--- src/rtl/axi2apb_ctrl_pkg.sv ---
// Shared definitions for the AXI-to-APB command scheduler.
//   - 3-bit state encoding of the scheduler FSM
//   - decode_err(): true when a slave decode field has no implemented slave
package axi2apb_ctrl_pkg;

    localparam logic [2:0] ST_IDLE     = 3'd0;
    localparam logic [2:0] ST_WAIT_W   = 3'd1;
    localparam logic [2:0] ST_SETUP    = 3'd2;
    localparam logic [2:0] ST_ACCESS   = 3'd3;
    localparam logic [2:0] ST_WAIT_FIN = 3'd4;

    typedef enum logic [2:0] {
        S_IDLE     = ST_IDLE,
        S_WAIT_W   = ST_WAIT_W,
        S_SETUP    = ST_SETUP,
        S_ACCESS   = ST_ACCESS,
        S_WAIT_FIN = ST_WAIT_FIN
    } state_e;

    function automatic logic decode_err(input int field, input int num_slv);
        return field >= num_slv;
    endfunction

endpackage

--- src/rtl/axi2apb_rr_arb.sv ---
// Two-input round-robin arbiter between the AXI write (AW) and read (AR)
// command channels.
//   clk, reset  : clock, asynchronous active-low reset
//   en_i        : scheduler can accept a command this cycle
//   req_wr_i    : AWVALID
//   req_rd_i    : ARVALID
//   gnt_wr_o    : write command granted (combinational)
//   gnt_rd_o    : read command granted (combinational)
module axi2apb_rr_arb (
    input  logic clk,
    input  logic reset,
    input  logic en_i,
    input  logic req_wr_i,
    input  logic req_rd_i,
    output logic gnt_wr_o,
    output logic gnt_rd_o
);

    // last_wr_q = 1 when the most recent grant went to the write channel.
    // It resets to 0 so the first tie goes to the write.
    logic last_wr_q, last_wr_d;

    assign gnt_wr_o = en_i & req_wr_i & (~req_rd_i | ~last_wr_q);
    assign gnt_rd_o = en_i & req_rd_i & ~gnt_wr_o;

    always_comb begin
        last_wr_d = last_wr_q;
        if (gnt_wr_o) begin
            last_wr_d = 1'b1;
        end else if (gnt_rd_o) begin
            last_wr_d = 1'b0;
        end
    end

    always_ff @(posedge clk or negedge reset) begin
        if (!reset) begin
            last_wr_q <= 1'b0;
        end else begin
            last_wr_q <= last_wr_d;
        end
    end

endmodule

--- src/rtl/axi2apb_ctrl.sv ---
// Command scheduler of the AXI-to-APB bridge. Accepts one single-beat AW or
// AR command at a time (round-robin), decodes the target slave, runs the APB
// SETUP/ACCESS phases and holds the command until the matching response path
// reports completion.
//   clk, reset            : clock, asynchronous active-low reset
//   AWID/AWADDR/AWVALID   : write command in;  AWREADY out
//   ARID/ARADDR/ARVALID   : read command in;   ARREADY out
//   WVALID                : write data present (gates the write APB cycle)
//   finish_wr/finish_rd   : response handshake done on the wr/rd path
//   cmd_id/cmd_err/cmd_read : attributes of the active command
//   psel/penable/pwrite/paddr/pslv : APB master side, pready : APB ready
module axi2apb_ctrl
    import axi2apb_ctrl_pkg::*;
#(
    parameter int ADDR_BITS  = 32,
    parameter int ID_BITS    = 4,
    parameter int PADDR_BITS = 16,
    parameter int SLV_BITS   = 3,
    parameter int NUM_SLV    = 6
) (
    input  logic                  clk,
    input  logic                  reset,
    input  logic [ID_BITS-1:0]    AWID,
    input  logic [ADDR_BITS-1:0]  AWADDR,
    input  logic                  AWVALID,
    output logic                  AWREADY,
    input  logic [ID_BITS-1:0]    ARID,
    input  logic [ADDR_BITS-1:0]  ARADDR,
    input  logic                  ARVALID,
    output logic                  ARREADY,
    input  logic                  WVALID,
    input  logic                  finish_wr,
    input  logic                  finish_rd,
    output logic [ID_BITS-1:0]    cmd_id,
    output logic                  cmd_err,
    output logic                  cmd_read,
    output logic                  psel,
    output logic                  penable,
    output logic                  pwrite,
    output logic [PADDR_BITS-1:0] paddr,
    output logic [NUM_SLV-1:0]    pslv,
    input  logic                  pready
);

    state_e                  state_q, state_d;
    logic [ID_BITS-1:0]      id_q, id_d;
    logic [PADDR_BITS-1:0]   paddr_q, paddr_d;
    logic [NUM_SLV-1:0]      pslv_q, pslv_d;
    logic                    err_q, err_d;
    logic                    read_q, read_d;
    logic                    pwrite_q, pwrite_d;

    logic                    idle;
    logic                    gnt_wr, gnt_rd;
    logic [ADDR_BITS-1:0]    sel_addr;
    logic [SLV_BITS-1:0]     field;
    logic                    field_err;
    logic [NUM_SLV-1:0]      field_onehot;
    logic                    unused_addr_mid;

    assign idle = (state_q == S_IDLE);

    axi2apb_rr_arb u_arb (
        .clk      (clk),
        .reset    (reset),
        .en_i     (idle),
        .req_wr_i (AWVALID),
        .req_rd_i (ARVALID),
        .gnt_wr_o (gnt_wr),
        .gnt_rd_o (gnt_rd)
    );

    assign AWREADY = gnt_wr;
    assign ARREADY = gnt_rd;

    // Decode the granted command's address.
    assign sel_addr  = gnt_wr ? AWADDR : ARADDR;
    assign field     = sel_addr[ADDR_BITS-1 -: SLV_BITS];
    assign field_err = decode_err(int'(field), NUM_SLV);

    // Address bits between the APB window and the decode field carry no meaning here.
    assign unused_addr_mid = ^sel_addr[ADDR_BITS-SLV_BITS-1:PADDR_BITS];

    // A decode error leaves pslv all-zero so the APB mux answers with an error.
    always_comb begin
        field_onehot = '0;
        for (int i = 0; i < NUM_SLV; i++) begin
            field_onehot[i] = (int'(field) == i) && !field_err;
        end
    end

    // Command attributes are captured only at the handshake, which keeps them
    // stable for the whole APB cycle and the response phase.
    always_comb begin
        id_d     = id_q;
        paddr_d  = paddr_q;
        pslv_d   = pslv_q;
        err_d    = err_q;
        read_d   = read_q;
        pwrite_d = pwrite_q;
        if (gnt_wr || gnt_rd) begin
            id_d     = gnt_wr ? AWID : ARID;
            paddr_d  = sel_addr[PADDR_BITS-1:0];
            pslv_d   = field_onehot;
            err_d    = field_err;
            read_d   = gnt_rd;
            pwrite_d = gnt_wr;
        end
    end

    always_comb begin
        state_d = state_q;
        case (state_q)
            S_IDLE: begin
                if (gnt_wr) begin
                    state_d = S_WAIT_W;
                end else if (gnt_rd) begin
                    state_d = S_SETUP;
                end
            end
            S_WAIT_W: begin
                if (WVALID) begin
                    state_d = S_SETUP;
                end
            end
            S_SETUP: begin
                state_d = S_ACCESS;
            end
            S_ACCESS: begin
                if (pready) begin
                    state_d = S_WAIT_FIN;
                end
            end
            S_WAIT_FIN: begin
                // Only the finish of the active command's own path counts.
                if (read_q ? finish_rd : finish_wr) begin
                    state_d = S_IDLE;
                end
            end
            default: begin
                state_d = S_IDLE;
            end
        endcase
    end

    always_ff @(posedge clk or negedge reset) begin
        if (!reset) begin
            state_q  <= S_IDLE;
            id_q     <= '0;
            paddr_q  <= '0;
            pslv_q   <= '0;
            err_q    <= 1'b0;
            read_q   <= 1'b0;
            pwrite_q <= 1'b0;
        end else begin
            state_q  <= state_d;
            id_q     <= id_d;
            paddr_q  <= paddr_d;
            pslv_q   <= pslv_d;
            err_q    <= err_d;
            read_q   <= read_d;
            pwrite_q <= pwrite_d;
        end
    end

    assign psel     = (state_q == S_SETUP) || (state_q == S_ACCESS);
    assign penable  = (state_q == S_ACCESS);
    assign pwrite   = pwrite_q;
    assign paddr    = paddr_q;
    assign pslv     = pslv_q;
    assign cmd_id   = id_q;
    assign cmd_err  = err_q;
    assign cmd_read = read_q;

    // A response path cannot complete before its APB transfer has ended.
    finish_vs_pready: assert property (@(posedge clk) disable iff (!reset)
        !((state_q == S_ACCESS) && pready && (finish_wr || finish_rd)));

endmodule

--- config.mk ---
export PLATFORM = sky130hd
export DESIGN_NAME = axi2apb_ctrl
export DESIGN_NICKNAME = d
export VERILOG_FILES = /design/src/rtl/axi2apb_ctrl_pkg.sv /design/src/rtl/axi2apb_rr_arb.sv /design/src/rtl/axi2apb_ctrl.sv
export SDC_FILE = /design/constraint.sdc
export NUM_CORES = 1
export LEC_CHECK = 0
export ABC_AREA = 1
export CELL_PAD_IN_SITES_DETAIL_PLACEMENT = 1
export CELL_PAD_IN_SITES_GLOBAL_PLACEMENT = 2
export CORE_MARGIN = 5
export CORE_UTILIZATION = 17
export CTS_CLUSTER_DIAMETER = 80
export CTS_CLUSTER_SIZE = 14
export DETAILED_ROUTE_END_ITERATION = 6
export GPL_TIMING_DRIVEN = 0
export PLACE_DENSITY = 0.76
export SLEW_MARGIN = 20
export SYNTH_ARGS = -nofsm -noshare
export SYNTH_HDL_FRONTEND = slang
export SYNTH_SLANG_ARGS = --single-unit
--- constraint.sdc ---
create_clock -name clk -period 1.6 [get_ports clk]
set_input_delay 0.32 -clock clk [delete_from_list [all_inputs] [get_ports clk]]
set_output_delay 0.32 -clock clk [all_outputs]
set_load 0.05 [all_outputs]
==> results_dict.tcl <==
set metrics [dict create \
    p_leak_uw 0.001547 \
    syn_to_final_growth_pct 92.45 \
    die_w_um 108.7 \
    die_area_um2 11820 \
    hold_violations 0 \
    wirelength_um 6433 \
    clk_latency_ns 0.28 \
    numCtsBuffers 5 \
    grt_pass1_wl_um 10050 \
    gp_congestion 0.7183 \
    fin_crit_sh_pct 109.8 \
    ys_ff_latch 32 \
    yosys.area.top_type "dfrtp_1" \
    crit_required_ns 1.28 \
    hold_class "reg -> reg" \
    cts_root_buf "clkbuf_8" \
    synthCells 217 \
    drt_iter0_drc 63 \
    grt_overflow 0 \
    core_um2 9639 \
    drt_pass1_iterations 4 \
    endpoint_kind "primary output" \
    fin_worst_skew_ns 0.004707 \
    rsz0062_at_grt "true" \
    fin_ws_ns -0.1561 \
    port_buffers 86 \
    rows 36 \
    syn_area_um2 1657 \
    cts_tree "yes" \
    status "complete, but fails checks" \
    syn_avg_cell_area_um2 7.634 \
    drv_slew 0 \
    regArea_um2 805.8 \
    yosys_warnings 0 \
    ir_drop_v 0.0009053 \
    clock-sinks 32 \
    powerDensity_nw_per_um2 2074 \
    start_util_pct 17.19 \
    placed_cell_area_um2 2720 \
    final_cell_mix "nand2_1, clkdlybuf4s50_1, dfrtp_1, dlygate4sd2_1, nor2_1" \
    path_clk_slew_ns 0.07 \
    criticalPathCategory "reg -> out" \
    cp.arrival_ns 1.44 \
    dp_hpwl_um 4657 \
    grt_max_degree 18 \
    clk_path_buf_depth 2 \
    synth_top_area_share_pct 48.34 \
    finalNetCount 411 \
    worst_slew_pin_slew_ns 0.5166 \
    syn_nets 297 \
    htreeDepth 2 \
    failed_checks "setup timing" \
    period_minus_slack_ns 1.756 \
    antenna_cells 0 \
    grt_usage_pct 10.98 \
    multi_input_comb_area_um2 837.1 \
    layout_commonest_cell "nand2_1" \
    relSlewSlack_pct 65.70 \
    clock.fmax_ghz 0.5694 \
    drv_cap 0 \
    vias 1848 \
    pin_count 113 \
    dp.cells 437 \
    setup_viol 2 \
    fillers 1169 \
    grt_antenna_before_repair 0 \
    postRouteAntennaNets 0 \
    layout-drive-gt1-share_pct 24.40 \
    drt-wirelength-per-cell_um 13.83 \
    final_area_um2 3188 \
    critPathMaxFanout 3 \
    synth.distinct_cells 19 \
    ys_top_cells_by_area "dfrtp_1, nand2_1, nor2_1, a21oi_1, o21ai_1" \
    start_kind "flip-flop" \
    final_cells 465 \
    drc 0 \
    viasPerCell 3.974 \
    seq_area_frac_synth_pct 48.34 \
    die_y_um 108.7 \
    grt_pass1_vias 2032 \
]
-- per-layer routing --
metal  share of wire, %  routed length, um  GRT usage (%)
met1                 46               2985          14.49
met3                6.0                389          3.256
met2                 47               3025          17.87
met5                  0                  0              0
met4               0.50                 32          2.164
-- flip-flops by register name, summed over array words and instances, names as in the netlist --
name,count
cmd_err,1
state_q,3
cmd_read,1
u_arb.last_wr_q,1
paddr,16
cmd_id,4
pslv,6
-- synth_stat cells --
| master | n |
|---|---|
| dfrtp_1 | 32 |
| o21ai_0 | 5 |
| nor2_8 | 1 |
| nand2_4 | 1 |
| nand3_1 | 5 |
| nor2_4 | 4 |
| nor2_2 | 2 |
| o21ai_1 | 17 |
| buf_2 | 7 |
| inv_2 | 1 |
| a21oi_1 | 19 |
| nand2_1 | 71 |
| nor2_1 | 30 |
| buf_6 | 2 |
| o21bai_1 | 3 |
| nand4_1 | 1 |
| a31oi_1 | 1 |
| nand2_2 | 2 |
| inv_1 | 13 |
-- worst paths after layout --
check                                        from                     endpoint  slack [ns]  cells past startpoint
max in group asynchronous                   reset  u_arb.last_wr_q$_DFFE_PN0P_        0.63                      3
setup / recovery           state_q[1]$_DFFE_PN0P_                      ARREADY       -0.16                      7
min in group asynchronous                   reset          pslv[0]$_DFFE_PN0P_        0.52                      2
setup reg to reg           state_q[1]$_DFFE_PN0P_        cmd_id[1]$_DFFE_PN0P_        0.04                     10
hold / removal                pslv[5]$_DFFE_PN0P_          pslv[5]$_DFFE_PN0P_        0.48                      2
hold reg to reg               pslv[5]$_DFFE_PN0P_          pslv[5]$_DFFE_PN0P_        0.48                      2
-- logic make-up after synthesis --
logic type,Yosys count,share of synthesized area [%]
and+or+nand+nor,117,30.89
AOI/OAI and AO/OA,45,14.12
buffers and inverters,23,6.646
DFF,32,48.34
-- where the power goes --
part	leakage, uW	total, uW	switching (uW)	internal [uW]
clock	0.0000645	863	313	550
sequential	0.000387	1490	268	1220
combinational	0.00110	4260	2730	1530
total	0.00155	6610	3310	3300
-- timing repair --
action | CTS | global route
gates resized for setup | 71 | 41
hold endpoints to repair | 15 | 0
setup endpoints to repair | 53 | 30
hold buffers | 1 | 0
cloned | 0 | 2
pin swaps | 4 | 14
buffers inserted | 10 | 7
-- metrics by stage --
stage / total power, uW / util, % / hold slack (ns) / worst slack [ns] / setup TNS [ns]
floorplan: 3980 / - / 0.02441 / -0.09224 / -0.09224
global placement: 5286 / 27.99 / 0.4645 / -1.137 / -31.39
detailed placement: 5340 / 28.22 / 0.2965 / -1.142 / -11.85
CTS: 6213 / 30.54 / 0.4820 / -0.1953 / -0.2612
global route: 7098 / 33.07 / 0.5220 / -0.2452 / -0.6814
finish: 6611 / 33.07 / 0.4762 / -0.1561 / -0.1952
-- final cells by class --
type / count / share of cell area (%)
inverter: 14 / 1.727
clock buffer: 7 / 3.022
buffer: 9 / 3.414
timing repair buffer: 107 / 34.14
clock inverter: 1 / 0.9419
sequential: 32 / 25.27
tap: 133 / 5.220
multi-input combinational: 162 / 26.26
-- critical path, cell delays in order, from the launching register on --
cell     delay, ns
dfrtp_2       0.44
nor2_4        0.14
nand2_4       0.09
nor2_4        0.11
buf_6         0.12
inv_4         0.03
nor2_4        0.08
buf_8         0.15
Note: power is estimated with default switching activity, not from simulation.
